==> src/rtl/ccff_stream_loader.sv <==
`default_nettype none
// ----------------------------------------------------------------------------
// ccff_stream_loader: serialises bitstream words into a configuration-FF chain
// with shift-enable generation and parity of the displaced chain contents.
// Revision: 1.0
// ----------------------------------------------------------------------------
module ccff_stream_loader #(
   parameter int CHAIN_LEN = 52,
   parameter int DATA_W    = 8
) (
   input  logic              prog_clk,
   input  logic              pReset,
   input  logic              start,
   input  logic              bs_valid,
   input  logic [0:DATA_W-1] bs_data,
   output logic              bs_ready,
   output logic              ccff_head,
   input  logic              ccff_tail,
   output logic              cfg_clk_en,
   output logic              busy,
   output logic              done,
   output logic              tail_parity
);

   localparam int NWORDS    = (CHAIN_LEN + DATA_W - 1) / DATA_W;
   localparam int LAST_BITS = CHAIN_LEN - (NWORDS - 1) * DATA_W;
   localparam int CNT_W     = $clog2(CHAIN_LEN + 1);
   localparam int WCNT_W    = $clog2(NWORDS + 1);
   localparam int IDX_W     = (DATA_W > 1) ? $clog2(DATA_W) : 1;

   localparam logic [CNT_W-1:0]  CNT_LAST  = CNT_W'(CHAIN_LEN - 1);
   localparam logic [WCNT_W-1:0] WCNT_LAST = WCNT_W'(NWORDS - 1);
   localparam logic [WCNT_W-1:0] WCNT_MAX  = WCNT_W'(NWORDS);
   localparam logic [IDX_W-1:0]  IDX_FULL  = IDX_W'(DATA_W - 1);
   localparam logic [IDX_W-1:0]  IDX_TRIM  = IDX_W'(LAST_BITS - 1);

   typedef enum logic [1:0] {
      IDLE = 2'd0,
      LOAD = 2'd1,
      DONE = 2'd2
   } state_t;

   state_t              state;
   state_t              state_nxt;
   logic [CNT_W-1:0]    shift_cnt;
   logic [WCNT_W-1:0]   word_cnt;
   logic [0:DATA_W-1]   sr_data;
   logic                sr_valid;
   logic                sr_final;
   logic [IDX_W-1:0]    sr_idx;
   logic                start_ok;
   logic                shift_en;
   logic                last_bit;
   logic                accept;
   logic                final_shift;

   assign start_ok    = start & (state != LOAD);
   assign shift_en    = (state == LOAD) & sr_valid;
   // The final word stops early so its high-index bits are never shifted.
   assign last_bit    = (sr_idx == (sr_final ? IDX_TRIM : IDX_FULL));
   assign bs_ready    = (state == LOAD) & (word_cnt < WCNT_MAX) & (~sr_valid | last_bit);
   assign accept      = bs_valid & bs_ready;
   assign final_shift = shift_en & (shift_cnt == CNT_LAST);

   assign ccff_head   = sr_valid & sr_data[sr_idx];
   assign cfg_clk_en  = shift_en;
   assign busy        = (state == LOAD);
   assign done        = (state == DONE);

   always_ff @(posedge prog_clk or posedge pReset) begin
      if (pReset) begin
         state <= IDLE;
      end else begin
         state <= state_nxt;
      end
   end

   always_comb begin
      state_nxt = state;
      case (state)
         IDLE, DONE: begin
            if (start) begin
               state_nxt = LOAD;
            end
         end
         LOAD: begin
            if (final_shift) begin
               state_nxt = DONE;
            end
         end
         default: state_nxt = IDLE;
      endcase
   end

   always_ff @(posedge prog_clk or posedge pReset) begin
      if (pReset) begin
         shift_cnt   <= '0;
         word_cnt    <= '0;
         sr_data     <= '0;
         sr_valid    <= 1'b0;
         sr_final    <= 1'b0;
         sr_idx      <= '0;
         tail_parity <= 1'b0;
      end else if (start_ok) begin
         shift_cnt   <= '0;
         word_cnt    <= '0;
         sr_data     <= '0;
         sr_valid    <= 1'b0;
         sr_final    <= 1'b0;
         sr_idx      <= '0;
         tail_parity <= 1'b0;
      end else if (state == LOAD) begin
         if (shift_en) begin
            shift_cnt   <= shift_cnt + CNT_W'(1);
            tail_parity <= tail_parity ^ ccff_tail;
            if (last_bit) begin
               sr_valid <= 1'b0;
            end else begin
               sr_idx <= sr_idx + IDX_W'(1);
            end
         end
         // A new word overrides the emptying above, giving bubble-free streaming.
         if (accept) begin
            sr_data  <= bs_data;
            sr_valid <= 1'b1;
            sr_idx   <= '0;
            sr_final <= (word_cnt == WCNT_LAST);
            word_cnt <= word_cnt + WCNT_W'(1);
         end
      end
   end

endmodule
`default_nettype wire

==> config.mk <==
export PLATFORM = sky130hd
export DESIGN_NAME = ccff_stream_loader
export DESIGN_NICKNAME = d
export VERILOG_FILES = /design/src/rtl/ccff_stream_loader.sv
export SDC_FILE = /design/constraint.sdc
export NUM_CORES = 1
export LEC_CHECK = 0
export ABC_CLOCK_PERIOD_IN_PS = 3900
export CAP_MARGIN = 15
export CORE_ASPECT_RATIO = 0.9
export CORE_UTILIZATION = 35
export DETAILED_ROUTE_END_ITERATION = 6
export GPL_TIMING_DRIVEN = 0
export PLACE_DENSITY = 0.54
export SYNTH_ARGS = -nofsm -noshare
export SYNTH_HDL_FRONTEND = slang
export SYNTH_SLANG_ARGS = --single-unit
==> constraint.sdc <==
create_clock -name prog_clk -period 3.9 [get_ports prog_clk]
set_clock_uncertainty 0.05 [all_clocks]
set_input_delay 0.39 -clock prog_clk [delete_from_list [all_inputs] [get_ports prog_clk]]
set_output_delay 0.39 -clock prog_clk [all_outputs]
set_load 0.02 [all_outputs]
Word-level counts from Yosys, hierarchy flattened
Index checks and enable logic that the tools add are counted.
{ "word_totals": {"regBits": 25, "in_bits": 13, "output_inout_bits": 6, "word_cells": 77} }
{ "op_classes": {"add_sub_neg": 3, "magnitude_cmp": 2, "eq_ne": 9, "n_mux": 32, "bitwise_logic": 11, "n_reduce_logical": 12} }
{ "ops": {"columns": ["operator", "n"], "rows": [
  ["$mux W3", 9],
  ["$mux W8", 3],
  ["$mux W6", 3],
  ["$mux W1", 13],
  ["$and A1 B1 Y1", 7],
  ["$add A3 B1 Y3 const B", 2],
  ["$add A6 B1 Y6 const B", 1],
  ["$eq A6 B6 Y1 const B", 1],
  ["$reduce_and A2 Y1", 3],
  ["$reduce_and A3 Y1", 2],
  ["$reduce_bool A2 Y1", 3],
  ["$reduce_bool A3 Y1", 2],
  ["$ge A4 B4 Y1 const B", 1],
  ["$mux W2", 2],
  ["$ne A2 B1 Y1 const B", 2],
  ["$not A3 Y4", 1],
  ["$pmux W2 S2", 1],
  ["$bmux W1 S3", 1],
  ["$eq A3 B3 Y1", 1],
  ["$eq A3 B3 Y1 const B", 1],
  ["$lt A3 B3 Y1 const B", 1],
  ["$ne A3 B2 Y1 const B", 1],
  ["$eq A2 B1 Y1 const B", 1],
  ["$eq A2 B2 Y1 const B", 1],
  ["other kinds (6)", 6]
]} }

Longest topological paths before layout
Gate-level depths: netlist (run 1).
{ "depth": {"word_depth": 8, "depth_mapped": 6, "depth_no_buf": 5} }

Worst setup path before layout (run 1)
OpenSTA, ideal clock, no wires.
{ "synth_timing": {"path_kind": "register to register", "startpoint": "reg sr_idx[0]", "endpoint": "reg word_cnt[0]", "setup_time_ns": 0.125, "arrival_time_ns": 1.663, "t_required_ns": 3.725, "path_slack_ns": 2.062, "path_stages_with_launch": 7, "path_buffers": 1, "cell_sequence": "dfrtp_1 -> ha_1 -> nor2b_1 -> a2111oi_4 -> nand2_4 -> buf_6 -> mux2i_1"} }
{ "synth_via": {"elab_chain_cells": 6} }
{ "synth_lines": {"columns": ["item", "line_no", "text"], "rows": [
  ["from (decl)", "50", "logic [IDX_W-1:0] sr_idx;"],
  ["from (signal assigned)", "119", "sr_idx <= sr_idx + IDX_W'(1);"],
  ["$eq A3 B3 Y1", "60", "assign last_bit = (sr_idx == (sr_final ? IDX_TRIM : IDX_FULL));"],
  ["$or A1 B1 Y1", "61", "assign bs_ready = (state == LOAD) & (word_cnt < WCNT_MAX) & (~sr_valid | last_bit);"],
  ["$and A1 B1 Y1", "61", null],
  ["via bs_ready", "16", "output logic bs_ready,"],
  ["$and A1 B1 Y1", "62", "assign accept = bs_valid & bs_ready;"],
  ["$reduce_bool A2 Y1 (no source line)", null, null],
  ["$reduce_and A2 Y1 (no source line)", null, null],
  ["to (signal assigned)", "128", "word_cnt <= word_cnt + WCNT_W'(1);"],
  ["to (decl)", "46", "logic [WCNT_W-1:0] word_cnt;"]
]} }
The timed path passes the listed nets, and every way through them passes these cells.
A chain may end at the register's enable or synchronous reset.

Worst setup path after layout (run 1)
{ "layout_timing": {"startpoint": "reg sr_idx[0]", "endpoint": "out bs_ready"} }
{ "layout_via": {"elab_chain_cells": 3} }
{ "layout_lines": {"columns": ["item", "line_no"], "rows": [
  ["$eq A3 B3 Y1", "60"],
  ["$or A1 B1 Y1", "61"],
  ["$and A1 B1 Y1", "61"],
  ["to (decl)", "16"]
]} }
Every way passes these cells.

==> results.cfg, run 1 <==
[synthesis]
synth_edf_count = 0
syn_area_um2 = 1290
yosysWarnings = 0
async_flop_share_pct = 100
synth_top_area_share_pct = 48.4
yosysMostFrequentCell = dfrtp_1
synthTopCellsByCount = dfrtp_1, nand2_1, mux2i_1
synth_ff_type = dfrtp_1
synth_cell_types = 29
syn-num-nets = 139
ys_ff_latch = 25
synthCells = 122
syn-mean-instance-area_um2 = 10.6
synth-seq-area-share_pct = 48.4
yosysTopAreaCell = dfrtp_1
netlist_top_cells_area = dfrtp_1, mux2i_1, nand2_1

[timing]
max_slew_margin_pct = 35.7
period_share_pct = 66.5
slew_viol_final = 0
finalHoldViolCount = 0
setup_violations = 0
min_period_ns = 2.60
tightest_slew_ns = 0.963
post-route-worst-setup-slack_ns = 1.30
fmax_mhz = 385
rsz0062_at_grt = no
fin_hold_ws_ns = 0.449
setup_tns_ns = 0

[placement]
place.gp.congestion = 0.747
dpl_worst_slack_ns = 1.56
placed_area_um2 = 1530
dp_hpwl_um = 1710
io_buffers = 18

[job]
drv_cap = 0

[clock_network]
postCtsHoldBufs = 0
clock-sinks = 25
clk_latency_ns = 0.26
cts_buffers = 3
cts.clk_slew.worst_paths_ns = 0.09
clock_path_buffers = 2
root_buffer = clkbuf_8
cts_tree = yes
h-tree-depth = 1
cts-resized-gates = 0
cts_setup_buffers = 0

[min_path]
whs_path_depth = 1
holdCritStartpoint = word_cnt[2]
hold_end = word_cnt[2]
holdCritPathClass = reg2reg

[setup_path]
cp.arrival_ns = 2.16
r2r_slack_ns = 2.08
criticalPathCategory = reg2out
r2r-end = sr_data[7]
r2r_cells = 6
critical_path_peak_fanout = 5
r2r-start = sr_idx[0]
critPathRequiredTime_ns = 3.46
start_kind = flip-flop
crit_path_end_kind = primary output

[cells_and_area]
nets = 162
postLayoutCellArea_um2 = 1570
num_antenna_cells = 0
syn2layout_area_growth_pct = 21.7
fillers = 341
drive_gt1_share_pct = 6.25

[floorplanning]
initial_core_util_pct = 37.4
die-area_um2 = 3940
core_area_um2 = 3450
die_height_um = 59.7
ios = 19
placementRows = 20
die_x_um = 66.1

[route]
highest_layer = met4
vias = 893
wl_per_cell_um = 12.3
ant_nets = 0
route.met2.wl_um = 1090
wirelength_um = 2320
drtIter0Drc = 42
post_drt_via_cell_ratio = 4.75
drt-met1-wl_um = 1130
drc = 0
met3_length_um = 78
dr.pass1.iters = 4

[pwr]
ir_drop_mv = 0.278
power_density_nw_per_um2 = 765
leakage_nw = 0.817

[global_route]
grt_pass1_vias = 939
grt_max_degree = 26
antenna_found_initial = 0
grt_pass1_wl_um = 4160
grt-ovfl-total = 0
grt_usage_pct = 14.4

[outcome]
outcome = finished, final reports clean
-- cell usage in the layout (no fill, tap or decap), drive strengths merged, types with 4 or more instances in the layout --
master / synthesis / routed
dfrtp: 25 / 25
xor2: 6 / 6
clkdlybuf4s50: 0 / 18
clkbuf: 1 / 5
ha: 4 / 4
nand2: 22 / 22
inv: 13 / 13
nand3: 4 / 4
and3: 4 / 4
nor2: 6 / 6
mux2i: 14 / 14
-- area by class of cell --
type                            count  area, µm²  area share (%)
Sequential cell                    25        626            39.8
Tap cell                           44       55.1            3.50
Multi-Input combinational cell     81        599            38.1
Inverter                           14       52.6            3.34
Buffer                              2       15.0           0.955
Clock buffer                        4       45.0            2.86
Timing Repair Buffer               18        180            11.5
-- cells by family after synthesis --
kind of cell | share of synthesized area (%)
AND/OR/NAND/NOR | 16.8
flip-flops | 48.4
multiplexers | 15.2
buffers and inverters | 5.23
AO/OA/AOI/OAI | 5.71
XOR/XNOR | 4.74
adder cells (fa/ha/maj) | 3.87
-- registers in the layout, summed over array words and instances, names as in the netlist --
signal	flops
sr_idx	3
state	2
tail_parity	1
sr_data	8
sr_final	1
sr_valid	1
shift_cnt	6
word_cnt	3
-- per-layer routing --
metal	vias to the layer above	track usage, %
met2	15	24.9
met1	427	17.3
met5	-	0
met4	0	6.38
met3	2	2.86
li1	449	-
-- power breakdown --
group          switching, mW  internal [mW]  leakage, nW
Combinational          0.273          0.295        0.494
Clock                 0.0783         0.0729       0.0228
Sequential             0.102          0.381        0.301
Total                  0.454          0.749        0.817
-- how the worst max path moves through the flow --
stage | from | to | slack (ns)
2_1_floorplan | sr_idx[0] | word_cnt[0] | 2.06
3_3_place_gp | sr_idx[0] | bs_ready | 1.56
3_5_place_dp | sr_idx[0] | bs_ready | 1.56
4_1_cts | sr_idx[0] | bs_ready | 1.25
5_1_grt | sr_idx[0] | bs_ready | 1.16
6_report | sr_idx[0] | bs_ready | 1.30
-- stage by stage --
| step | util [%] | power, mW | cells |
|---|---|---|---|
| after floorplan | - | 0.903 | 122 |
| after global placement | 44.2 | 1.05 | 184 |
| after detailed placement | 44.2 | 1.07 | 184 |
| after CTS | 45.5 | 1.23 | 188 |
| after global routing | 45.5 | 1.31 | 188 |
| final | 45.5 | 1.20 | 188 |
-- worst max-delay path: stages (launching register included) --
cell and delay (ns):
dfrtp_1 0.45, ha_1 0.27, nor2b_1 0.09, a2111oi_4 0.39, clkdlybuf4s50_1 0.68
(Power assumes the default switching activity.)
==> inputs of run 2 (changes only) <==
ABC_CLOCK_PERIOD_IN_PS = 2200   (was 3900)
PLACE_DENSITY = 0.56   (was 0.54)
clock period = 2.2 ns   (was 3.9 ns; I/O delays follow)
==> results.cfg, run 2 (synthesis gave the netlist of run 1 again) <==
[timing]
finalHoldViolCount = 0
slew_viol_final = 0
max_slew_margin_pct = 37.0
tightest_slew_ns = 0.944
setup_violations = 0
rsz0062_at_grt = no
fmax_mhz = 480
min_period_ns = 2.08
period_share_pct = 94.7
setup_tns_ns = 0

[cells_and_area]
fin_util_pct = 45.5
regMostFlops = sr_data
fin_cells = 188
fillers = 333
num_antenna_cells = 0
nets = 162
drive_gt1_share_pct = 7.64
postLayoutCellArea_um2 = 1570
largest_reg_flops = 8
register_area_um2 = 627
layout_common_cells = dfrtp_1, nand2_1, clkdlybuf4s50_1
mostFrequentLayoutCell = dfrtp_1
syn2layout_area_growth_pct = 21.7
top_regs = sr_data x8, shift_cnt x6
multi_input_area_um2 = 599

[clock_network]
clock-sinks = 25
cts_setup_buffers = 0
h-tree-depth = 1
postCtsHoldBufs = 0
cts_buffers = 3
clk_latency_ns = 0.27
root_buffer = clkbuf_8
cts.clk_slew.worst_paths_ns = 0.09
clock_path_buffers = 2
cts_tree = yes

[setup_path]
r2r_cells = 6
criticalPathCategory = reg2out
r2r-start = sr_idx[0]
critPathRequiredTime_ns = 1.93
r2r-end = sr_final
critical_path_peak_fanout = 9
crit_path_end_kind = primary output
crit_path_end = cfg_clk_en
r2r_slack_ns = 0.41
cp.arrival_ns = 1.81
start_kind = flip-flop
crit_path_start = state[1]

[floorplanning]
initial_core_util_pct = 37.4
ios = 19
die_height_um = 59.7
die_x_um = 66.1
placementRows = 20
core_area_um2 = 3450
die-area_um2 = 3940

[global_route]
grt_busiest_layer = met2
met2_usage_pct = 24.2
grt_util_met3_pct = 4.01
grt_max_degree = 26
grt-ovfl-total = 0
antenna_found_initial = 0
grt_usage_pct = 13.8
grt_pass1_wl_um = 4030
use_met1_pct = 16.7
grt_pass1_vias = 906

[job]
drv_cap = 0

[route]
drtIter0Drc = 28
wl_per_cell_um = 12.0
post_drt_via_cell_ratio = 4.74
dr.pass1.iters = 2
drc = 0
ant_nets = 0
wirelength_um = 2260
vias = 891

[placement]
dpl.cell_count = 184
dp_hpwl_um = 1710
io_buffers = 18
place.gp.congestion = 0.678
placed_area_um2 = 1530

[pwr]
power_density_nw_per_um2 = 1350
finalPower_mw = 2.12
leakage_nw = 0.822
ir_drop_mv = 0.649

[outcome]
outcome = finished, final reports clean

[min_path]
holdCritPathClass = in2async
-- run 2: cell types whose count changed in the layout (fill, tap and decap cells not counted), sizes merged --
cell           before  now
clkdlybuf4s15       0    1
clkinv              1    0
clkdlybuf4s50      18   16
dlygate4sd2         0    1
inv                13   14
-- run 2: layout make-up --
cell class	count	area share, %
clock buffers	4	2.86
repair buffers	18	11.4
flip-flops and latches	25	39.9
plain buffers	2	0.955
well taps	44	3.50
multi-input cells	81	38.1
inverters	14	3.34
-- run 2: where the power goes --
part           internal [mW]  switching [mW]
Sequential             0.678           0.181
Clock                  0.130           0.144
Combinational          0.502           0.489
Total                   1.31           0.813
-- run 2: metal layers --
metal	vias to the layer above	wire [µm]
met2	13	1090
met4	0	23
met1	419	1070
li1	455	-
met3	4	75
met5	-	0
-- run 2: critical path, stage by stage, from the launching register on --
cell             delay [ns]
dfrtp_1                0.39
nand3b_1               0.31
inv_2                  0.22
clkdlybuf4s50_1        0.63
-- run 2: stage by stage --
step           worst slack, ns  hold slack [ns]
2_1_floorplan            0.362            0.197
3_5_place_dp            0.0152            0.461
5_1_grt                0.00737            0.438
6_report                 0.118            0.407
3_3_place_gp            0.0444            0.439
4_1_cts                 0.0338            0.426
-- run 2: how the worst min path moves through the flow --
stage | cells past startpoint | slack, ns | endpoint | start
detailed placement | 1 | 0.46 | word_cnt[2] | word_cnt[2]
CTS | 3 | 0.43 | sr_data[3] | bs_data[3]
global route | 3 | 0.44 | sr_data[4] | bs_data[4]
global placement | 1 | 0.44 | word_cnt[2] | word_cnt[2]
finish | 2 | 0.41 | sr_data[6] | pReset
floorplan | 1 | 0.20 | shift_cnt[0] | pReset
-- run 2: repair_timing --
action                                  CTS  global route
endpoints found under the setup margin    2             2
gates resized for setup                   3             2
cloned                                    0             0
==> inputs of run 3 (changes only) <==
SETUP_SLACK_MARGIN = 0.3   (was unset)
==> results.cfg, run 3 (synthesis gave the netlist of run 1 again) <==
[floorplanning]
die-area_um2 = 3940
initial_core_util_pct = 37.4
placementRows = 20
die_x_um = 66.1
core_area_um2 = 3450
ios = 19
die_height_um = 59.7

[route]
post_drt_via_cell_ratio = 4.74
wirelength_um = 2290
drtIter0Drc = 24
drc = 0
wl_per_cell_um = 12.0
ant_nets = 0
dr.pass1.iters = 3
vias = 905

[setup_path]
cpMaxStageDelayCell = mux4_2
critical_path_peak_fanout = 4
critical_path.max_stage_delay_ns = 0.52
r2r_cells = 7
crit_path_cell_trace = mux4_2, mux2i_1, nor2_1, buf_2
critPathRequiredTime_ns = 1.93
crit_path_end_kind = primary output
cp.arrival_ns = 1.59
criticalPathCategory = reg2out
crit_buf_inv = 1
crit_cells = 4
start_kind = flip-flop
cp_top_family = multiplexers

[global_route]
grt_pass1_vias = 908
grt_usage_pct = 13.9
grt_pass1_wl_um = 4040
antenna_found_initial = 0
grt-ovfl-total = 0
grt_max_degree = 26

[placement]
place.gp.congestion = 0.678
dp_hpwl_um = 1710
dpl.cell_count = 184
io_buffers = 18

[clock_network]
h-tree-depth = 1
cts_buffers = 3
root_buffer = clkbuf_8
postCtsHoldBufs = 0
cts.clk_slew.worst_paths_ns = 0.09
clk_latency_ns = 0.27
clock-sinks = 25
cts_tree = yes
clock_path_buffers = 2

[cells_and_area]
fillers = 335
largest_reg_flops = 8
fin_cells = 191
regMostFlops = sr_data
layout_common_cells = dfrtp_1, nand2_1, mux2i_1, clkdlybuf4s50_1, inv_1
num_antenna_cells = 0
drive_gt1_share_pct = 12.2
mostFrequentLayoutCell = dfrtp_1
nets = 165
syn2layout_area_growth_pct = 23.9
top_regs = sr_data x8, shift_cnt x6

[pwr]
ir_drop_mv = 0.582
finalPower_mw = 2.19
leakage_nw = 0.836
power_density_nw_per_um2 = 1370

[timing]
setup_violations = 0
slew_viol_final = 0
fin_hold_ws_ns = 0.403
finalHoldViolCount = 0
max_slew_margin_pct = 37.3
tightest_slew_ns = 0.940
fmax_mhz = 537
rsz0062_at_grt = yes
period_share_pct = 84.7
min_period_ns = 1.86
setup_tns_ns = 0

[min_path]
holdCritPathClass = in2async

[job]
drv_cap = 0

[outcome]
outcome = finished, final reports clean
-- run 3: routing by layer --
layer / GRT usage, % / wire length [µm] / vias to the layer above
met3: 4.01 / 76 / 4
met1: 17.1 / 1100 / 428
met4: 3.65 / 23 / 0
met5: 0 / 0 / -
met2: 23.9 / 1090 / 13
li1: - / - / 460
-- run 3: worst paths after layout --
path / from / to / slack [ns]
min: pReset / sr_data[4] / 0.40
min in group prog_clk: bs_data[3] / sr_data[3] / 0.43
max: sr_idx[0] / ccff_head / 0.34
max reg2reg: sr_idx[1] / sr_final / 0.40
max in group asynchronous: pReset / sr_idx[0] / 1.06
min reg2reg: word_cnt[2] / word_cnt[2] / 0.47
-- run 3: final cells by class --
type / instances / area (µm²) / area share (%)
buffer: 2 / 16.3 / 1.02
clock buffer: 4 / 45.0 / 2.81
inverter: 14 / 53.8 / 3.36
multi-input combinational: 81 / 612 / 38.2
sequential: 25 / 627 / 39.1
tap: 44 / 55.1 / 3.44
timing repair buffer: 21 / 193 / 12.0
-- run 3: worst register-to-register path, stage by stage, from the launching register on --
cell,delay [ns]
dfrtp_1,0.45
ha_4,0.19
nor2b_1,0.07
a2111oi_4,0.38
buf_4,0.18
nand2_4,0.08
buf_6,0.17
mux2i_1,0.12
-- run 3: what timing repair did --
action / 4_1_cts / 5_1_grt
pin swaps: 1 / 1
setup buffers: 1 / 2
setup endpoints to repair: 4 / 4
resized for setup: 12 / 5
-- run 3: power breakdown --
part	internal (mW)	switching (mW)	total (mW)	leakage (nW)
clock network	0.130	0.147	0.277	0.0228
registers	0.678	0.188	0.866	0.300
logic	0.547	0.502	1.05	0.513
-- run 3: per-stage QoR --
| stage | setup slack [ns] | cell area, µm² | utilization (%) |
|---|---|---|---|
| after floorplan | 0.362 | 1290 | - |
| after global placement | 0.0444 | 1530 | 44.2 |
| after detailed placement | 0.0152 | 1530 | 44.2 |
| after CTS | 0.285 | 1570 | 45.5 |
| after global routing | 0.259 | 1600 | 46.4 |
| final | 0.337 | 1600 | 46.4 |
